==> src/rtl/reg_write_arbiter.sv <==
// reg_write_arbiter: round-robin arbiter that grants one register write per two clocks
// into a 4-entry bank, with the granted address/data held stable for the write.
module reg_write_arbiter #(
  parameter int size = 4
) (
  input  logic            Clk,
  input  logic            Rst,
  input  logic [3:0]      Req,
  input  logic [1:0]      Addr0,
  input  logic [1:0]      Addr1,
  input  logic [1:0]      Addr2,
  input  logic [1:0]      Addr3,
  input  logic [size-1:0] Data0,
  input  logic [size-1:0] Data1,
  input  logic [size-1:0] Data2,
  input  logic [size-1:0] Data3,
  output logic [3:0]      Gnt,
  output logic [size-1:0] Reg0,
  output logic [size-1:0] Reg1,
  output logic [size-1:0] Reg2,
  output logic [size-1:0] Reg3,
  output logic            Busy,
  output logic [7:0]      WrCount
);
  typedef enum logic {IDLE, WRITE} state_t;
  state_t          state_q, state_d;
  logic [3:0]      gnt_q, gnt_d;
  logic [size-1:0] bank_q [4];
  logic [size-1:0] bank_d [4];
  logic [7:0]      cnt_q, cnt_d;
  logic [1:0]      last_q, last_d, addr_q, addr_d, win;
  logic [size-1:0] data_q, data_d;
  logic [1:0]      addr_in [4];
  logic [size-1:0] data_in [4];
  assign addr_in[0] = Addr0;
  assign addr_in[1] = Addr1;
  assign addr_in[2] = Addr2;
  assign addr_in[3] = Addr3;
  assign data_in[0] = Data0;
  assign data_in[1] = Data1;
  assign data_in[2] = Data2;
  assign data_in[3] = Data3;
  // Scan from farthest to nearest so the requester closest after last_q wins.
  always_comb begin
    win = last_q;
    for (int i = 3; i >= 0; i--)
      if (Req[last_q + 2'(i + 1)]) win = last_q + 2'(i + 1);
  end
  always_comb begin
    state_d = state_q;
    gnt_d   = gnt_q;
    bank_d  = bank_q;
    cnt_d   = cnt_q;
    last_d  = last_q;
    addr_d  = addr_q;
    data_d  = data_q;
    if (state_q == IDLE) begin
      if (|Req) begin
        state_d = WRITE;
        gnt_d   = 4'b0001 << win;
        last_d  = win;
        addr_d  = addr_in[win];
        data_d  = data_in[win];
      end
    end else begin
      bank_d[addr_q] = data_q;
      cnt_d          = cnt_q + 8'd1;
      gnt_d          = '0;
      state_d        = IDLE;
    end
  end
  always_ff @(posedge Clk or posedge Rst) begin
    if (Rst) begin
      state_q <= IDLE;
      gnt_q   <= '0;
      bank_q  <= '{default: '0};
      cnt_q   <= '0;
      last_q  <= 2'd3;
      addr_q  <= '0;
      data_q  <= '0;
    end else begin
      state_q <= state_d;
      gnt_q   <= gnt_d;
      bank_q  <= bank_d;
      cnt_q   <= cnt_d;
      last_q  <= last_d;
      addr_q  <= addr_d;
      data_q  <= data_d;
    end
  end
  assign Gnt     = gnt_q;
  assign Busy    = state_q == WRITE;
  assign WrCount = cnt_q;
  assign Reg0    = bank_q[0];
  assign Reg1    = bank_q[1];
  assign Reg2    = bank_q[2];
  assign Reg3    = bank_q[3];
endmodule

==> config.mk <==
export PLATFORM = sky130hd
export DESIGN_NAME = reg_write_arbiter
export DESIGN_NICKNAME = d
export VERILOG_FILES = /design/src/rtl/reg_write_arbiter.sv
export SDC_FILE = /design/constraint.sdc
export NUM_CORES = 1
export LEC_CHECK = 0
export ABC_CLOCK_PERIOD_IN_PS = 1630
export CAP_MARGIN = 25
export CORE_UTILIZATION = 42
export CTS_BUF_LIST = sky130_fd_sc_hd__clkbuf_4 sky130_fd_sc_hd__clkbuf_8
export CTS_CLUSTER_DIAMETER = 100
export CTS_CLUSTER_SIZE = 20
export DETAILED_ROUTE_END_ITERATION = 10
export PLACE_DENSITY = 0.79
export SLEW_MARGIN = 5
export SYNTH_ARGS = -nofsm -noshare
export SYNTH_HDL_FRONTEND = slang
export SYNTH_SLANG_ARGS = --single-unit
==> constraint.sdc <==
create_clock -name Clk -period 1.63 [get_ports Clk]
set_clock_uncertainty 0.05 [all_clocks]
set_input_delay 0.326 -clock Clk [delete_from_list [all_inputs] [get_ports Clk]]
set_output_delay 0.326 -clock Clk [all_outputs]
set_load 0.005 [all_outputs]
==> impl_metrics.env <==
export IMPL_total_power_mw=4.56
export IMPL_insertion_delay_ps=290
export IMPL_setup_ws_ps=-111
export IMPL_placedInstanceArea_um2=2340
export IMPL_worstPathArrival_ps=1860
export IMPL_vdd_drop_max_uv=1230
export IMPL_fillCellCount=267
export IMPL_violations="setup timing"
export IMPL_power_leakage_nw=1.13
export IMPL_hold_buffers=0
export IMPL_period_needed_ps=1740
export IMPL_gp_congestion=0.873
export IMPL_design_area_um2=2590
export IMPL_antenna_found_initial=0
export IMPL_yosysSeqAreaShare=0.553
export IMPL_yosys_warnings=0
export IMPL_syn_area_per_cell_um2=12.3
export IMPL_cts_sinks=37
export IMPL_cp_startpoint="last_q[1]$_DFFE_PP1P_"
export IMPL_antenna_left=0
export IMPL_clock_path_buffers=2
export IMPL_syn_nets=167
export IMPL_final_max_slew_viol_count=0
export IMPL_ys_seq_elements=37
export IMPL_layout_drive_gt1_share=0.280
export IMPL_required_ps=1750
export IMPL_worst_pin_slew_ps=254
export IMPL_synth_distinct_cells=30
export IMPL_rsz0062_at_grt="yes"
export IMPL_route_detailed_wl_per_inst_um=15.2
export IMPL_start_kind="flip-flop"
export IMPL_cp_max_fo=8
export IMPL_slowest_delay_ps=570
export IMPL_viasPerCell=5.17
export IMPL_numPortBuffers=58
export IMPL_seq_area_um2=931
export IMPL_critPathSlowestCell="dfstp_2"
export IMPL_initial_core_util=0.448
export IMPL_critPathTopFamily="flip-flops"
export IMPL_status="finished with violations"
export IMPL_fp_dieW_um=65.2
export IMPL_syn_area_um2=1680
export IMPL_setup_viol=11
export IMPL_crit_buf_inv=1
export IMPL_clkTransAtPathRegs_ps=70
export IMPL_route_vias_total=1354
export IMPL_grt_use_total=0.207
export IMPL_power_density_nw_per_um2=1760
export IMPL_cts_buffers=5
export IMPL_endpoint_kind="flip-flop"
export IMPL_grt_max_degree=38
export IMPL_hold_path_class="in -> async"
export IMPL_drt_iter0_markers=40
export IMPL_worstSetupPathType="reg -> reg"
export IMPL_cts_htree_levels=2
export IMPL_n_antenna_cell=0
export IMPL_drt_pass1_iterations=4
export IMPL_cp_cell_sequence="mux2i_2 > o221a_4 > buf_12 > mux2i_4 > o221ai_2"
export IMPL_pin_count=59
export IMPL_maxCapViolations=0
export IMPL_slew_headroom=0.829
export IMPL_die_y_um=65.2
export IMPL_area_delta_synth_final_pct=54.7
export IMPL_grt_pass1_wl_um=6360
export IMPL_remaining_drc_errors=0
export IMPL_final_core_util=0.693
export IMPL_wl_um=3990
export IMPL_root_buffer="clkbuf_8"
export IMPL_syn_inst=136
export IMPL_fin_crit_sh=1.07
export IMPL_fmax_mhz=574
export IMPL_tritoncts="built"
export IMPL_r2r_start="last_q[1]$_DFFE_PP1P_"
export IMPL_die_area_um2=4250
export IMPL_finalHoldViolCount=0
export IMPL_multi_input_area_um2=742
export IMPL_final_nets=244
export IMPL_hpwl_um=2750
export IMPL_rows=22
export IMPL_core_area_um2=3740
export IMPL_grt_pass1_vias=1375
export IMPL_grt_overflow=0
-- registers in the layout, indices dropped and copies added, names as in the netlist --
signal	count
Busy	1
Gnt	4
Reg0	4
Reg1	4
Reg2	4
Reg3	4
WrCount	8
addr_q	2
data_q	4
last_q	2
-- path summary, 6_finish.rpt --
| check | endpoint | slack [ps] | depth (start not counted) |
|---|---|---|---|
| min | Reg1[3]$_DFFE_PP0P_ | 340 | 3 |
| min in group Clk | WrCount[7]$_DFFE_PP0P_ | 430 | 1 |
| max in group asynchronous | last_q[1]$_DFFE_PP1P_ | 940 | 3 |
| max reg2reg | data_q[0]$_DFFE_PP0P_ | -110 | 5 |
| min reg2reg | WrCount[7]$_DFFE_PP0P_ | 430 | 1 |
| max | data_q[0]$_DFFE_PP0P_ | -110 | 5 |
-- cells by family after synthesis --
family	synth area share
multiplexers	0.192
XOR/XNOR	0.0365
AO/OA/AOI/OAI	0.0679
buffers and inverters	0.0433
adder cells (fa/ha/maj)	0.00746
flip-flops	0.553
AND/OR/NAND/NOR	0.0999
-- final cells by class --
class,count,area share
inverters,4,0.00579
flip-flops and latches,37,0.359
multi-input cells,89,0.286
repair buffers,76,0.293
clock inverters,3,0.00675
clock buffers,5,0.0265
well taps,48,0.0231
-- what timing repair did --
action	CTS	global route
buffers inserted	5	5
setup endpoints to repair	13	17
pin swaps	2	3
cloned	1	0
gates resized for setup	11	8
-- layout by cell type, fill, tap and decap left out, types with 4 or more instances in the layout --
master,n
o221ai_1,5
xnor2_1,4
buf_4,15
clkbuf_8,5
nand2_1,17
mux2_2,17
dfrtp_1,33
mux2i_1,9
clkdlybuf4s50_1,58
-- metal layers --
layer / part of all wire / GRT usage
met1: 0.40 / 0.238
met2: 0.52 / 0.345
met3: 0.061 / 0.0694
met4: 0.021 / 0.101
met5: 0 / 0
-- synthesized netlist by cell type --
master	number	share of area
dfrtp_1	35	0.52
nand2_1	18	0.040
mux2_2	17	0.11
mux2i_1	13	0.078
o221ai_1	6	0.031
o21ai_0	5	0.015
xnor2_1	4	0.021
buf_2	3	0.0089
nand4_1	3	0.011
nor2_1	3	0.0067
xor2_1	3	0.016
a21oi_1	2	0.0060
buf_6	2	0.013
dfstp_2	2	0.031
inv_1	2	0.0045
inv_2	2	0.0045
nand3_1	2	0.0060
nand3b_1	2	0.0089
a2bb2oi_1	1	0.0052
a31oi_1	1	0.0037
buf_12	1	0.012
ha_1	1	0.0075
nand2b_1	1	0.0037
nor2b_1	1	0.0037
nor3_1	1	0.0030
nor3b_1	1	0.0045
nor4_1	1	0.0037
o221a_1	1	0.0067
or2_1	1	0.0037
or2b_1	1	0.0045
-- worst min-delay path, cell delays in order --
cell and delay (ps):
clkdlybuf4s50_1 400, inv_1 90, buf_12 230
-- where the power goes --
group / leakage [nW] / switching [mW] / total (mW) / internal, mW
clock network: 0.0439 / 0.324 / 0.619 / 0.295
registers: 0.456 / 0.324 / 1.67 / 1.35
logic: 0.626 / 0.825 / 2.27 / 1.44
total: 1.13 / 1.47 / 4.56 / 3.09
-- metrics by stage --
step	hold WS [ps]	setup TNS, ps	setup slack (ps)	std cells
floorplan	418	-400	-66.7	136
global placement	410	-3840	-381	243
detailed placement	426	-3900	-390	243
CTS	345	-597	-131	257
global route	359	-1400	-150	262
finish	344	-704	-111	262
Power figures use the tool's default switching activity.
